===== src/rtl/divider_8bit_seq_if.sv =====
// divider_8bit_seq_if: start/done handshake and result bus for the sequential divider.
interface divider_8bit_seq_if #(parameter int WIDTH = 8);
  logic             start;
  logic [WIDTH-1:0] a;
  logic [WIDTH-1:0] b;
  logic             busy;
  logic             done;
  logic [WIDTH-1:0] out;
  logic [WIDTH-1:0] rem;
  logic             V;
  logic             Z;
  modport master (output start, a, b, input busy, done, out, rem, V, Z);
  modport slave  (input start, a, b, output busy, done, out, rem, V, Z);
endinterface


===== src/rtl/divider_8bit_seq.sv =====
// divider_8bit_seq: restoring shift-subtract unsigned divider, one quotient bit per clock.
module divider_8bit_seq #(
  parameter int WIDTH = 8
) (
  input logic                clk,
  input logic                rst_n,
  divider_8bit_seq_if.slave  bus
);
  localparam int CW = $clog2(WIDTH);
  typedef enum logic [1:0] {IDLE, RUN, DONE} state_t;
  state_t           state_q, state_d;
  logic [WIDTH-1:0] a_q, a_d, b_q, b_d, r_q, r_d, q_q, q_d;
  logic [WIDTH-1:0] out_q, out_d, rem_q, rem_d;
  logic [CW-1:0]    cnt_q, cnt_d;
  logic             v_q, v_d, z_q, z_d;
  logic [WIDTH:0]   r_sh;
  logic [WIDTH-1:0] r_nx, q_nx;
  logic             ge;
  always_ff @(posedge clk or negedge rst_n) begin
    if (!rst_n) begin
      state_q <= IDLE;
      a_q     <= '0;
      b_q     <= '0;
      r_q     <= '0;
      q_q     <= '0;
      cnt_q   <= '0;
      out_q   <= '0;
      rem_q   <= '0;
      v_q     <= 1'b0;
      z_q     <= 1'b0;
    end else begin
      state_q <= state_d;
      a_q     <= a_d;
      b_q     <= b_d;
      r_q     <= r_d;
      q_q     <= q_d;
      cnt_q   <= cnt_d;
      out_q   <= out_d;
      rem_q   <= rem_d;
      v_q     <= v_d;
      z_q     <= z_d;
    end
  end
  // The kept remainder is always below b, so WIDTH bits suffice between iterations.
  assign r_sh = {r_q, a_q[cnt_q]};
  assign ge   = r_sh >= {1'b0, b_q};
  assign r_nx = ge ? WIDTH'(r_sh - {1'b0, b_q}) : r_sh[WIDTH-1:0];
  assign q_nx = {q_q[WIDTH-2:0], ge};
  always_comb begin
    state_d = state_q;
    a_d     = a_q;
    b_d     = b_q;
    r_d     = r_q;
    q_d     = q_q;
    cnt_d   = cnt_q;
    out_d   = out_q;
    rem_d   = rem_q;
    v_d     = v_q;
    z_d     = z_q;
    case (state_q)
      IDLE: if (bus.start) begin
        a_d   = bus.a;
        b_d   = bus.b;
        r_d   = '0;
        q_d   = '0;
        cnt_d = CW'(WIDTH - 1);
        if (bus.b == '0) begin
          state_d = DONE;
          out_d   = '1;
          rem_d   = bus.a;
          v_d     = 1'b1;
          z_d     = 1'b0;
        end else state_d = RUN;
      end
      RUN: begin
        r_d   = r_nx;
        q_d   = q_nx;
        cnt_d = cnt_q - 1'b1;
        if (cnt_q == '0) begin
          state_d = DONE;
          out_d   = q_nx;
          rem_d   = r_nx;
          v_d     = 1'b0;
          z_d     = q_nx == '0;
        end
      end
      DONE:    state_d = IDLE;
      default: state_d = IDLE;
    endcase
  end
  assign bus.busy = state_q == RUN;
  assign bus.done = state_q == DONE;
  assign bus.out  = out_q;
  assign bus.rem  = rem_q;
  assign bus.V    = v_q;
  assign bus.Z    = z_q;
endmodule


===== src/flat_wrapper.sv =====
// flat-port wrapper written by rule: the top's interface ports become plain ports
module divider_8bit_seq_flat 
#(
  parameter int WIDTH = 8
)
  (clk, rst_n, bus_start, bus_a, bus_b, bus_busy, bus_done, bus_out, bus_rem, bus_V, bus_Z);
  divider_8bit_seq_if #(.WIDTH(WIDTH)) bus_i ();
  input logic clk;
  input logic rst_n;
  input wire logic [$bits(bus_i.start)-1:0] bus_start;
  input wire logic [$bits(bus_i.a)-1:0] bus_a;
  input wire logic [$bits(bus_i.b)-1:0] bus_b;
  output wire logic [$bits(bus_i.busy)-1:0] bus_busy;
  output wire logic [$bits(bus_i.done)-1:0] bus_done;
  output wire logic [$bits(bus_i.out)-1:0] bus_out;
  output wire logic [$bits(bus_i.rem)-1:0] bus_rem;
  output wire logic [$bits(bus_i.V)-1:0] bus_V;
  output wire logic [$bits(bus_i.Z)-1:0] bus_Z;
  assign bus_i.start = bus_start;
  assign bus_i.a = bus_a;
  assign bus_i.b = bus_b;
  assign bus_busy = bus_i.busy;
  assign bus_done = bus_i.done;
  assign bus_out = bus_i.out;
  assign bus_rem = bus_i.rem;
  assign bus_V = bus_i.V;
  assign bus_Z = bus_i.Z;
  divider_8bit_seq #(.WIDTH(WIDTH)) u_core (.clk(clk), .rst_n(rst_n), .bus(bus_i));
endmodule

===== config.mk =====
export PLATFORM = sky130hd
export DESIGN_NAME = divider_8bit_seq_flat
export DESIGN_NICKNAME = d
export VERILOG_FILES = /design/src/rtl/divider_8bit_seq_if.sv /design/src/rtl/divider_8bit_seq.sv /design/src/flat_wrapper.sv
export SDC_FILE = /design/constraint.sdc
export NUM_CORES = 1
export LEC_CHECK = 0
export BUFFER_PORTS_ARGS = -buffer_cell sky130_fd_sc_hd__buf_2
export CAP_MARGIN = 5
export CORE_MARGIN = 4
export CORE_UTILIZATION = 28
export CTS_CLUSTER_DIAMETER = 100
export CTS_CLUSTER_SIZE = 20
export DETAILED_ROUTE_END_ITERATION = 6
export GPL_ROUTABILITY_DRIVEN = 0
export SLEW_MARGIN = 5
export SYNTH_ARGS = -nofsm -noshare
export SYNTH_HDL_FRONTEND = slang
export SYNTH_SLANG_ARGS = --single-unit

===== constraint.sdc =====
create_clock -name clk -period 2.96 [get_ports clk]
set_clock_uncertainty 0.1 [all_clocks]
set_input_delay 0.148 -clock clk [delete_from_list [all_inputs] [get_ports clk]]
set_output_delay 0.148 -clock clk [all_outputs]
set_load 0.03 [all_outputs]

Word level (Yosys, flattened, before mapping)
Index checks and enable logic that the tools add are counted.
{ "word_totals": {"regBits": 54, "out_inout_bits": 20, "word_cells": 56} }
{ "op_classes": {"addsub": 2, "order_cmp": 2, "eq_ne": 5, "muxes": 28, "reduce_logical": 9} }
{ "ops": {"columns": ["cell", "n"], "rows": [
  ["2-to-1 mux 8 bit", 8],
  ["one-hot mux 8 bit (2 select lines)", 3],
  ["logical NOT 8 bit", 2],
  ["one-hot mux 7 bit (2 select lines)", 1],
  ["greater-or-equal comparator 9 x 8 -> 1 bit", 1],
  ["subtractor 8 bit", 1],
  ["2-to-1 mux 1 bit", 7],
  ["2-to-1 mux 2 bit", 3],
  ["one-hot mux 3 bit (2 select lines)", 1],
  ["AND reduction 2 bit", 3],
  ["< comparator 3 x 4 -> 1 bit (second input constant)", 1],
  ["!= test 2 x 1 -> 1 bit (second input constant)", 2],
  ["one-hot mux 1 bit (2 select lines)", 2],
  ["one-hot mux 2 bit (2 select lines)", 1],
  ["AND reduction 4 bit", 1],
  ["binary-select mux 1 bit (select 3 bit)", 1],
  ["logical NOT 3 bit", 1],
  ["2-to-1 mux 3 bit", 1],
  ["subtractor 3 x 1 -> 3 bit (second input constant)", 1],
  ["equality test 2 x 1 -> 1 bit (second input constant)", 1],
  ["equality test 2 bit (second input constant)", 1],
  ["logical NOT 2 bit", 1],
  ["!= test 2 bit (second input constant)", 1],
  ["nonzero test 2 bit", 1]
]} }

Depth between registers and ports, before layout
Gate-level depths: netlist (run 1).
{ "logic_depth": {"word_depth": 6, "ltp_mapped": 12, "mapped_depth_nobuf": 12} }

Least setup slack after synthesis (run 1)
No wires, ideal clock.
{ "synth_path": {"path_kind": "register to register", "from": "reg u_core.cnt_q[0]", "to": "reg u_core.r_q[6]", "setup_time_ns": 0.136, "arrival_time_ns": 2.442, "required_time_ns": 2.724, "slack_ns": 0.282, "path_stages_with_launch": 13, "path_buffers": 0, "period_less_slack_ns": 2.678, "path_cell_list": "dfrtp_1 -> mux4_2 -> nand2_1 -> nand2_1 -> inv_1 -> ha_1 -> inv_1 -> fa_1 -> a211oi_1 -> or4b_1 -> o2111ai_1 -> o21ai_2 -> o221ai_2"} }
{ "synth_via": {"elab_chain_cells": 5, "word_cells_on_any_way": 6} }
{ "synth_lines": {"columns": ["element", "line", "rtl"], "rows": [
  ["start: declaration", "divider_8bit_seq.sv:14", "logic [CW-1:0] cnt_q, cnt_d;"],
  ["start signal: assignment", "divider_8bit_seq.sv:37", "cnt_q <= cnt_d;"],
  ["binary-select mux 1 bit (select 3 bit) *", "divider_8bit_seq.sv:45", "assign r_sh = {r_q, a_q[cnt_q]};"],
  ["2-to-1 mux 1 bit (implied by the code) *", "divider_8bit_seq.sv:45", null],
  ["subtractor 8 bit or greater-or-equal comparator 9 x 8 -> 1 bit (tied branches)", "divider_8bit_seq.sv:47, divider_8bit_seq.sv:46", null],
  ["2-to-1 mux 8 bit *", "divider_8bit_seq.sv:47", "assign r_nx = ge ? WIDTH'(r_sh - {1'b0, b_q}) : r_sh[WIDTH-1:0];"],
  ["one-hot mux 8 bit (2 select lines) *", "divider_8bit_seq.sv:60", "case (state_q)"],
  ["end signal: assignment", "divider_8bit_seq.sv:35", "r_q <= r_d;"],
  ["end: declaration", "divider_8bit_seq.sv:12", "logic [WIDTH-1:0] a_q, a_d, b_q, b_d, r_q, r_d, q_q, q_d;"]
]} }
Every way passes the cells marked *; elsewhere a longest branch is shown, timed or not. The select of a mux whose other input is x is not followed.
A chain may end at the register's enable or synchronous reset.

Worst setup path in the final report (run 1)
Ends and elaborated chain as after synthesis.

==> results of run 1 <==
[registers in the layout (all words and copies together) (netlist names)]
signal / flops
u_core.a_q: 8
u_core.b_q: 8
u_core.bus.V: 1
u_core.bus.Z: 1
u_core.bus.out: 8
u_core.bus.rem: 8
u_core.cnt_q: 3
u_core.q_q: 7
u_core.r_q: 8
u_core.state_q: 2
[Yosys cell counts (3+ instances only)]
| cell | number | area (um2) |
|---|---|---|
| buf_2 | 6 | 30.0 |
| a22o_1 | 7 | 61.3 |
| ha_1 | 10 | 125 |
| nor2b_1 | 3 | 18.8 |
| and2_1 | 3 | 18.8 |
| o211ai_1 | 3 | 22.5 |
| nand4_1 | 5 | 31.3 |
| mux2_2 | 9 | 101 |
| inv_1 | 23 | 86.3 |
| xor2_1 | 3 | 26.3 |
| a31oi_1 | 8 | 50.1 |
| a21oi_1 | 6 | 30.0 |
| nor2_1 | 28 | 105 |
| nor3_1 | 10 | 50.1 |
| nor3_2 | 3 | 30.0 |
| clkbuf_1 | 4 | 15.0 |
| nor3b_1 | 3 | 22.5 |
| dfrtp_1 | 54 | 1350 |
| nand2_1 | 27 | 101 |
| o21ai_1 | 7 | 35.0 |
| o31ai_1 | 7 | 52.6 |
| o21ai_0 | 11 | 55.1 |
[area by class of cell]
type | instances | area [um2]
fillers | 1017 | 6410
multi-input cells | 197 | 1390
flip-flops and latches | 54 | 1350
repair buffers | 61 | 400
well taps | 133 | 166
inverters | 25 | 93.8
clock buffers | 5 | 68.8
clock inverters | 3 | 26.3
[power by group]
| part | switching [mW] | total (mW) | internal [mW] | leakage, nW |
|---|---|---|---|---|
| combinational | 1.56 | 2.60 | 1.04 | 0.870 |
| sequential | 0.286 | 1.39 | 1.10 | 0.654 |
| clock | 0.258 | 0.430 | 0.172 | 0.0483 |
| total | 2.11 | 4.42 | 2.31 | 1.57 |
[cell families after synthesis]
logic type | after synthesis | synth area share (%)
adder cells (fa/ha/maj) | 11 | 5.00
XOR/XNOR | 4 | 1.21
AO/OA/AOI/OAI | 73 | 18.6
flip-flops | 54 | 46.6
multiplexers | 12 | 5.39
AND/OR/NAND/NOR | 97 | 17.4
buffers and inverters | 39 | 5.82
[critical path, stage by stage (launching register included)]
cell and delay [ns]:
dfrtp_2 0.43, mux4_2 0.50, nand2_1 0.08, nand2_1 0.08, inv_1 0.06, ha_1 0.15
inv_1 0.05, fa_1 0.41, a211oi_2 0.29, o2111ai_1 0.13, o2111ai_1 0.15, o21ai_2 0.12
o221ai_2 0.17
[through the flow]
step | area, um2 | utilization, %
6_report | 3500 | 35.3
5_1_grt | 3500 | 35.3
4_1_cts | 3500 | 35.3
3_5_place_dp | 3250 | 32.8
3_3_place_gp | 3250 | 32.8
2_1_floorplan | 2900 | -
[routing by layer]
layer | vias up | routed length (um) | GRT usage, % | part of all wire, %
li1 | 1148 | - | - | -
met1 | 1127 | 3690 | 19.6 | 50
met2 | 59 | 3230 | 20.4 | 44
met3 | 4 | 408 | 2.35 | 5.5
met4 | 0 | 34 | 2.14 | 0.46
met5 | - | 0 | 0 | 0
[timing repair]
action                                  4_1_cts  5_1_grt
hold endpoints to repair                     41        0
endpoints found under the setup margin        1        4
hold buffers                                 15        0
resized for setup                             1        1
[worst max path at each step]
| stage | slack, ns | startpoint | endpoint | cells after the start |
|---|---|---|---|---|
| 2_1_floorplan | 0.28 | u_core.cnt_q[0] | u_core.r_q[6] | 12 |
| 3_3_place_gp | 0.09 | u_core.cnt_q[0] | u_core.r_q[6] | 12 |
| 3_5_place_dp | 0.03 | u_core.cnt_q[0] | u_core.bus.rem[4] | 12 |
| 4_1_cts | 0.11 | u_core.cnt_q[0] | u_core.r_q[6] | 12 |
| 5_1_grt | 0.007 | u_core.cnt_q[0] | u_core.bus.rem[4] | 12 |
| 6_report | 0.17 | u_core.cnt_q[0] | u_core.r_q[6] | 12 |
==> qor.log, run 1 <==
INFO  setup_path     worst_r2r_path_depth=12
INFO  placed_design  post-dp-hpwl=5.40mm
INFO  floorplanning  die_width=110um
INFO  synth          ys_types=65
INFO  detailed_routing postRouteAntennaNets=0
INFO  placed_design  dpl.cell_count=455
INFO  timing         timing.hold.ws=0.0133ns
INFO  cts            post-cts-setup-buffer-count=0
INFO  grt            groute.usage.overall=13.2%
INFO  timing         fmax=359MHz
INFO  synth          syn_area=2900um2
INFO  power          p_leak=1.57nW
INFO  detailed_routing remaining_drc_errors=0
INFO  timing         setup_ws=0.172ns
INFO  placed_design  count_of_buffers_from_port_buffering=38
INFO  synth          ys_dominant_reg_cell=dfrtp_1
INFO  timing         setup-tns-final=0ns
INFO  final_layout   most_frequent_standard_cell_in_the_layout_excluding_fill_and_tap_cells=dfrtp_1
INFO  detailed_routing detail_route.iter0.violations=185
INFO  grt            gr-total-overflow=0
INFO  setup_path     worstPathRequired=3.10ns
INFO  synth          synth_nets=320
INFO  final_layout   n_antenna_cell=0
INFO  status         run_status=complete, no violations
INFO  detailed_routing detail_route.vias_per_cell=4.89
INFO  grt            grt_antenna_before_repair=0
INFO  setup_path     cp_data_arrival_time=2.92ns
INFO  timing         timing.final.crit_share=94.2%
INFO  floorplanning  floorplan.core_area=9910um2
INFO  timing         final-max-slew-violation-count=0
INFO  setup_path     crit_type=reg2reg
INFO  final_layout   synthToLayoutAreaGrowth=20.6%
INFO  cts            insertion_delay=0.31ns
INFO  detailed_routing sum_of_routed_wire_length_over_all_layers=7.36mm
INFO  timing         slew_headroom=58.7%
INFO  cts            tritoncts=built
INFO  cts            cts_buffers=5
INFO  final_layout   most-common-layout-cells=53 x dfrtp_1, 38 x buf_2, 28 x nor2_1, 27 x nand2_1, 23 x inv_1
INFO  placed_design  dpl_worst_slack=0.0281ns
INFO  detailed_routing routed_len_inst=15.4um
INFO  floorplanning  die_height=110um
INFO  cts            cts_root_buf=clkbuf_8
INFO  timing         worstMarginPinSlew=0.615ns
INFO  synth          synth_enable_flop_cells=0
INFO  power          power.density=1260nW/um2
INFO  worst_hold_path worst_hold_path.num_cells=2
INFO  grt            grt_first_pass_wirelength=12.5mm
INFO  setup_path     worst-path-max-fanout=5
INFO  cts            cts_buffer_depth=2
INFO  floorplanning  ios=39
INFO  floorplanning  design.die.area=12100um2
INFO  cts            cts_sinks=54
INFO  power          report.power.total=4.42mW
INFO  job            max_cap_viol_count=0
INFO  setup_path     rr_startpoint=u_core.cnt_q[0]
INFO  grt            vias_in_the_first_global_route=2396
INFO  grt            grt_max_degree=29
INFO  worst_hold_path hp-class=in2reg
INFO  synth          ys_ff_latch=54
INFO  final_layout   final_cell_count_no_fill=478
INFO  cts            cts_max_level=2
INFO  floorplanning  initial_core_utilization=29.3%
INFO  worst_hold_path whs_endpoint=u_core.b_q[0]
INFO  synth          synthArstFlopShare=100%
INFO  timing         final-setup-viol-count=0
INFO  synth          ys_seq_area_share=46.6%
INFO  synth          synth.yosys.warnings=0
INFO  timing         rsz0062_at_grt=false
INFO  setup_path     crit_path_end_kind=flip-flop
INFO  setup_path     startpoint_type=flip-flop
INFO  worst_hold_path startpoint_of_the_worst_hold_path=bus_b[0]
INFO  floorplanning  rows=36
INFO  cts            cts.clk_slew.worst_paths=0.11ns
INFO  timing         period_needed=2.79ns
INFO  detailed_routing drt_pass1_iterations=4
INFO  final_layout   final_net_count=374
INFO  setup_path     worst_r2r_endpoint=u_core.r_q[6]
INFO  final_layout   layout-drive-gt1-share=25.5%
INFO  synth          avg_inst_size_synth=10.0um2
INFO  synth          postSynthCellCount=290
INFO  setup_path     r2r_setup_slack=0.17ns
INFO  power          power.ir.vdd_worst=0.598mV
INFO  timing         finalHoldViolations=0
INFO  detailed_routing detailroute.via_count=2338
Note: power is estimated with default switching activity, not from simulation.
==> inputs of run 2 (changes only) <==
CORE_UTILIZATION = 45   (was 28)
clock period = 3.09 ns   (was 2.96 ns; I/O delays follow)
==> run 2 against run 1 <==
  * Via count down 0.68%
  * Final cell count decreased by 13%
  * Global-route usage is 6.4 points higher
  * Flip-flop and latch count unchanged
  * Die area decreased by 35%
  * Combinational power shrank 4%
  * Utilization is 20 points higher
  * Power down 4.3%
  * Routed wire length decreased by 5.2%
  * Non-clock buffer count is 5 lower
==> qor.log, run 2 (same netlist as run 1, synthesis figures left out) <==
INFO  timing         slew_headroom=58.1% [-0.59 points]
INFO  cts            cts_buffer_depth=2 [unchanged]
INFO  setup_path     timing.critical_path.max_delay_family=compound AO/OA/AOI/OAI gates
INFO  worst_hold_path worst_hold_path.num_cells=2 [unchanged]
INFO  setup_path     worst-path-max-fanout=5 [unchanged]
INFO  setup_path     cpPeakStageDelay=0.52ns [+0.02 ns]
INFO  setup_path     cp_cell_sequence=mux4_2 -> nand2_1 -> nand2_1 -> inv_1 -> ha_1 -> inv_1 -> fa_1 -> a211oi_2 -> o2111ai_1 -> o2111ai_1 -> o21ai_2 -> o221ai_2
INFO  floorplanning  die_width=88.3um [-20%]
INFO  timing         final-max-slew-violation-count=0 [unchanged]
INFO  detailed_routing routed_len_inst=16.8um [+9.2%]
INFO  floorplanning  ios=39 [unchanged]
INFO  cts            tritoncts=built
INFO  power          report.power.total=4.23mW [-4.3%]
INFO  cts            cts.clk_slew.worst_paths=0.10ns [about the same]
INFO  setup_path     rr_startpoint=u_core.cnt_q[0]
INFO  setup_path     worst_r2r_path_depth=12 [unchanged]
INFO  power          power_frac_clock=9.8% [about the same]
INFO  timing         worstMarginPinSlew=0.629ns [+0.0140 ns]
INFO  cts            insertion_delay=0.31ns [about the same]
INFO  final_layout   n_antenna_cell=0 [unchanged]
INFO  grt            groute.usage.overall=19.6% [+6.4 points]
INFO  power          power_switching_share=47.3% [-0.33 points]
INFO  grt            grt_antenna_before_repair=0 [unchanged]
INFO  setup_path     critPathBufInv=2 [unchanged]
INFO  placed_design  dpl.cell_count=397 [-13%]
INFO  setup_path     crit_type=reg2reg
INFO  power          cellInternalPower=2.23mW [-3.7%]
INFO  final_layout   layout-drive-gt1-share=25.6% [+0.081 points]
INFO  power          p_sw=2.00mW [-5.0%]
INFO  detailed_routing detail_route.iter0.violations=160 [-14%]
INFO  power          p_leak=1.55nW [-1.3%]
INFO  floorplanning  initial_core_utilization=47.6% [+18 points]
INFO  final_layout   fill_cells=579 [-43%]
INFO  timing         finalHoldViolations=0 [unchanged]
INFO  timing         fmax=350MHz [-2.3%]
INFO  worst_hold_path whs_endpoint=u_core.b_q[0]
INFO  power          comb_power_share=59.2% [+0.3 points]
INFO  grt            gr-total-overflow=0 [unchanged]
INFO  worst_hold_path startpoint_of_the_worst_hold_path=bus_b[0]
INFO  floorplanning  die_height=88.3um [-20%]
INFO  power          sequentialPowerShare=31.0% [-0.4 points]
INFO  power          power.density=1250nW/um2 [-0.78%]
INFO  cts            cts_max_level=2 [unchanged]
INFO  setup_path     startpoint_type=flip-flop
INFO  detailed_routing sum_of_routed_wire_length_over_all_layers=6.98mm [-5.2%]
INFO  detailed_routing detail_route.vias_per_cell=5.60 [+14%]
INFO  final_layout   synthToLayoutAreaGrowth=16.3%
INFO  final_layout   final_cell_count_no_fill=415 [-13%]
INFO  detailed_routing routed.top_layer=met4
INFO  final_layout   most-common-layout-cells=54 x dfrtp_1, 38 x buf_2, 28 x nor2_1, 27 x nand2_1, 23 x inv_1
INFO  grt            vias_in_the_first_global_route=2320 [-3.2%]
INFO  detailed_routing postRouteAntennaNets=0 [unchanged]
INFO  timing         timing.final.crit_share=92.4% [-1.8 points]
INFO  timing         setup-tns-final=0ns [unchanged]
INFO  timing         period_needed=2.85ns [+0.0666 ns]
INFO  setup_path     r2r_setup_slack=0.24ns [+0.06 ns]
INFO  setup_path     cp_data_arrival_time=2.99ns [+0.07 ns]
INFO  job            max_cap_viol_count=0 [unchanged]
INFO  detailed_routing detailroute.via_count=2322 [-0.68%]
INFO  final_layout   most_frequent_standard_cell_in_the_layout_excluding_fill_and_tap_cells=dfrtp_1
INFO  cts            cts_root_buf=clkbuf_8
INFO  detailed_routing drt_pass1_iterations=4 [unchanged]
INFO  floorplanning  design.die.area=7800um2 [-35%]
INFO  cts            cts_buffers=5 [unchanged]
INFO  worst_hold_path hp-class=in2reg
INFO  setup_path     crit_path_top_delay_cell=mux4_2
INFO  setup_path     worstPathRequired=3.23ns [+0.13 ns]
INFO  cts            cts_sinks=54 [unchanged]
INFO  placed_design  post-dp-hpwl=4.98mm [-7.8%]
INFO  timing         final-setup-viol-count=0 [unchanged]
INFO  detailed_routing met1_length=3.37mm [-8.6%]
INFO  final_layout   final_net_count=369 [-1.3%]
INFO  power          power.ir.vdd_worst=0.633mV [+5.8%]
INFO  detailed_routing remaining_drc_errors=0 [unchanged]
INFO  floorplanning  rows=28 [-22%]
INFO  setup_path     crit_path_end_kind=flip-flop
INFO  timing         rsz0062_at_grt=false
INFO  status         run_status=complete, no violations
INFO  detailed_routing dr_wl_met2=3.13mm [-3.2%]
INFO  setup_path     worst_r2r_endpoint=u_core.r_q[6]
INFO  floorplanning  floorplan.core_area=6100um2 [-38%]
INFO  grt            grt_first_pass_wirelength=11.8mm [-5.5%]
INFO  placed_design  count_of_buffers_from_port_buffering=38 [unchanged]
INFO  grt            grt_max_degree=29 [unchanged]
INFO  detailed_routing met3RoutedLength=402um [-1.5%]
run 2: worst register-to-register path: cells and delay by family, from the launching register on:
family / cells / cell delay (ns)
AO/OA/AOI/OAI: 5 / 0.87
adder cells (fa/ha/maj): 2 / 0.56
buffers and inverters: 2 / 0.12
flip-flops: 1 / 0.45
multiplexers: 1 / 0.52
AND/OR/NAND/NOR: 2 / 0.17
run 2: per-stage QoR:
step	hold slack (ns)	setup slack, ns	area [um2]	util [%]
after global routing	0.00771	0.0179	3380	55.4
after global placement	0.105	0.215	3180	52.1
after detailed placement	0.110	0.140	3180	52.1
final	0.0134	0.235	3380	55.4
after floorplan	-0.241	0.412	2900	-
after CTS	0.00169	0.117	3370	55.3
run 2: worst max-delay path by stage:
stage,startpoint,endpoint,slack [ns],depth (start not counted)
after CTS,u_core.cnt_q[0],u_core.r_q[6],0.12,12
final,u_core.cnt_q[0],u_core.r_q[6],0.24,12
after global placement,u_core.cnt_q[0],u_core.r_q[6],0.21,12
after detailed placement,u_core.cnt_q[0],u_core.r_q[6],0.14,12
after floorplan,u_core.cnt_q[0],u_core.r_q[6],0.41,12
after global routing,u_core.cnt_q[0],u_core.bus.rem[4],0.02,12
run 2: area by class of cell:
type	instances	area [um2]	area share, %
clock buffer	6	82.6	2.45
inverter	25	93.8	2.78
sequential	54	1350	40.0
tap	75	93.8	2.78
multi-input combinational	197	1390	41.2
timing repair buffer	56	350	10.4
clock inverter	2	12.5	0.371
run 2: power groups by stage:
stage | combinational [mW] | clock, mW | sequential (mW)
global route | 2.77 | 0.461 | 1.36
detailed placement | 2.46 | 0 | 1.32
global placement | 2.45 | 0 | 1.32
finish | 2.50 | 0.417 | 1.31
CTS | 2.49 | 0.433 | 1.31
floorplan | 1.68 | 0 | 1.48
run 2: per-layer routing:
layer / up-vias / track usage, %
met3: 10 / 3.26
met5: - / 0
li1: 1130 / -
met1: 1111 / 28.4
met2: 71 / 30.1
met4: 0 / 6.04
run 2: timing repair:
action	in CTS	in global routing
setup endpoints to repair	0	4
hold endpoints to repair	35	0
hold buffers	10	0
setup buffers	0	0
resized for setup	0	1
==> inputs of run 3 (changes only) <==
BUFFER_PORTS_ARGS = -buffer_cell sky130_fd_sc_hd__clkbuf_2   (was -buffer_cell sky130_fd_sc_hd__buf_2)
==> run 3 against run 2 <==
  * The run now ends with hold timing left
  * Via count grew 2.3%
  * Non-clock buffer count grew 4
  * Register-to-register slack is essentially flat
  * Utilization grew 0.66 points
  * Setup slack lost 0.0076 ns
  * Critical path type unchanged
  * Largest power group unchanged
==> qor.log, run 3 (same netlist as run 1, synthesis figures left out) <==
INFO  status         run_status=finished, violations left
INFO  status         violations=hold timing
INFO  timing         finalHoldViolations=1 [+1]
INFO  final_layout   final_net_count=373 [+1.1%]
INFO  timing         timing.final.crit_share=92.6% [+0.25 points]
INFO  timing         final-max-slew-violation-count=0 [unchanged]
INFO  placed_design  post-dp-hpwl=5.03mm [+1.2%]
INFO  grt            vias_in_the_first_global_route=2353 [+1.4%]
INFO  power          p_leak=1.58nW [+1.7%]
INFO  setup_path     crit_path_end_kind=flip-flop
INFO  setup_path     startpoint_type=flip-flop
INFO  floorplanning  ios=39 [unchanged]
INFO  worst_hold_path hp-class=in2reg
INFO  detailed_routing routed_len_inst=16.7um [-0.69%]
INFO  final_layout   fill_cells=581 [+0.35%]
INFO  final_layout   layout-drive-gt1-share=25.6% [about the same]
INFO  cts            cts_sinks=54 [unchanged]
INFO  cts            cts.clk_slew.worst_paths=0.11ns [about the same]
INFO  final_layout   n_antenna_cell=0 [unchanged]
INFO  setup_path     cp_data_arrival_time=3.00ns [about the same]
INFO  floorplanning  die_width=88.3um [unchanged]
INFO  floorplanning  initial_core_utilization=47.6% [unchanged]
INFO  setup_path     worst-path-max-fanout=5 [unchanged]
INFO  final_layout   most-common-layout-cells=54 x dfrtp_1, 38 x clkbuf_2, 28 x nor2_1, 27 x nand2_1, 23 x inv_1
INFO  power          power.density=1240nW/um2 [-0.74%]
INFO  cts            cts_root_buf=clkbuf_8
INFO  cts            tritoncts=built
INFO  setup_path     worstPathRequired=3.23ns [about the same]
INFO  power          power.ir.vdd_worst=0.490mV [-22%]
INFO  final_layout   most_frequent_standard_cell_in_the_layout_excluding_fill_and_tap_cells=dfrtp_1
INFO  detailed_routing postRouteAntennaNets=0 [unchanged]
INFO  floorplanning  floorplan.core_area=6100um2 [unchanged]
INFO  cts            insertion_delay=0.33ns [+0.02 ns]
INFO  detailed_routing detail_route.iter0.violations=187 [+17%]
INFO  setup_path     crit_type=reg2reg
INFO  final_layout   synthToLayoutAreaGrowth=17.7%
INFO  timing         timing.hold.ws=-0.00277ns [-0.0162 ns]
INFO  final_layout   multi_input_comb_area=1390um2 [unchanged]
INFO  cts            cts_buffers=5 [unchanged]
INFO  grt            global_route.usage.met3=3.45% [+0.19 points]
INFO  placed_design  count_of_buffers_from_port_buffering=38 [unchanged]
INFO  worst_hold_path startpoint_of_the_worst_hold_path=bus_a[4]
INFO  grt            grt_max_degree=30 [+3.4%]
INFO  placed_design  dpl_worst_slack=0.106ns [-0.0343 ns]
INFO  detailed_routing detailroute.via_count=2375 [+2.3%]
INFO  setup_path     rr_startpoint=u_core.cnt_q[0]
INFO  cts            cts_buffer_depth=2 [unchanged]
INFO  detailed_routing remaining_drc_errors=0 [unchanged]
INFO  timing         setup_ws=0.228ns [-0.00762 ns]
INFO  final_layout   regArea=1350um2 [unchanged]
INFO  grt            grt_first_pass_wirelength=12.0mm [+1.3%]
INFO  cts            cts_max_level=2 [unchanged]
INFO  power          report.power.total=4.25mW [+0.44%]
INFO  timing         period_needed=2.86ns [+0.00762 ns]
INFO  timing         worstMarginPinSlew=0.743ns [+0.115 ns]
INFO  timing         fmax=349MHz [-0.27%]
INFO  setup_path     cp_cell_sequence=mux4_2 -> nand2_1 -> nand2_1 -> inv_1 -> ha_1 -> inv_1 -> fa_1 -> a211oi_2 -> o2111ai_1 -> o2111ai_1 -> o21ai_2 -> o221ai_2
INFO  setup_path     cpPeakStageDelay=0.52ns [about the same]
INFO  grt            met2_usage_grt=29.6% [-0.48 points]
INFO  setup_path     timing.critical_path.max_delay_family=compound AO/OA/AOI/OAI gates
INFO  timing         rsz0062_at_grt=false
INFO  grt            grt_antenna_before_repair=0 [unchanged]
INFO  setup_path     critPathBufInv=2 [unchanged]
INFO  timing         slew_headroom=50.5% [-7.6 points]
INFO  grt            gr-total-overflow=0 [unchanged]
INFO  floorplanning  die_height=88.3um [unchanged]
INFO  grt            gr-usage-met1=29.4% [+1.0 points]
INFO  grt            grt_most_used_layer=met2
INFO  detailed_routing drt_pass1_iterations=7 [+3]
INFO  detailed_routing sum_of_routed_wire_length_over_all_layers=7.00mm [+0.27%]
INFO  detailed_routing detail_route.vias_per_cell=5.67 [+1.3%]
INFO  floorplanning  rows=28 [unchanged]
INFO  grt            groute.usage.overall=19.9% [+0.30 points]
INFO  floorplanning  design.die.area=7800um2 [unchanged]
INFO  timing         setup-tns-final=0ns [unchanged]
INFO  setup_path     worstSetupStartpoint=u_core.cnt_q[0]
INFO  setup_path     crit_path_top_delay_cell=mux4_2
INFO  timing         final-setup-viol-count=0 [unchanged]
INFO  job            max_cap_viol_count=0 [unchanged]
run 3: final timing paths:
check,to,slack (ns),depth (start not counted)
max in group asynchronous,u_core.a_q[0],1.88,3
worst max-delay path,u_core.r_q[6],0.23,12
worst min-delay path,u_core.a_q[4],-0.003,2
worst min register to register,u_core.bus.V,0.39,2
worst max register to register,u_core.r_q[6],0.23,12
min in group asynchronous,u_core.q_q[2],0.30,2
run 3: worst reg2reg max path: stages, from the launching register on:
cell	delay [ns]
dfrtp_1	0.45
mux4_2	0.52
nand2_1	0.08
nand2_1	0.09
inv_1	0.07
ha_1	0.15
inv_1	0.05
fa_1	0.41
a211oi_2	0.32
o2111ai_1	0.14
o2111ai_1	0.14
o21ai_2	0.11
o221ai_2	0.17
run 3: layout make-up:
cell class	count	share of cell area, %
multi-input combinational	197	40.7
sequential	54	39.6
timing repair buffer	60	11.4
inverter	25	2.75
tap	75	2.75
clock buffer	5	2.01
clock inverter	3	0.842
run 3: power breakdown:
part	internal, mW	switching (mW)
Sequential	1.05	0.258
Clock	0.169	0.268
Combinational	0.994	1.51
Total	2.22	2.03
run 3: repair_timing:
item,CTS,global route
gates resized for setup,0,1
endpoints found under the hold margin,40,0
endpoints found under the setup margin,0,4
buffers inserted,0,0
hold buffers,13,0
run 3: metal layers:
| layer | routed length, um | vias to the layer above |
|---|---|---|
| met5 | 0 | - |
| met4 | 89 | 0 |
| met3 | 409 | 7 |
| met2 | 3130 | 82 |
| met1 | 3370 | 1143 |
| li1 | - | 1143 |
run 3: stage by stage:
| stage | cells | utilization, % | instance area [um2] | hold slack, ns |
|---|---|---|---|---|
| finish | 419 | 56.0 | 3420 | -0.00277 |
| global route | 419 | 56.0 | 3420 | 0.00258 |
| CTS | 419 | 56.0 | 3410 | 0.00259 |
| detailed placement | 398 | 52.2 | 3180 | 0.149 |
| global placement | 398 | 52.2 | 3180 | 0.150 |
| floorplan | 290 | - | 2900 | -0.241 |
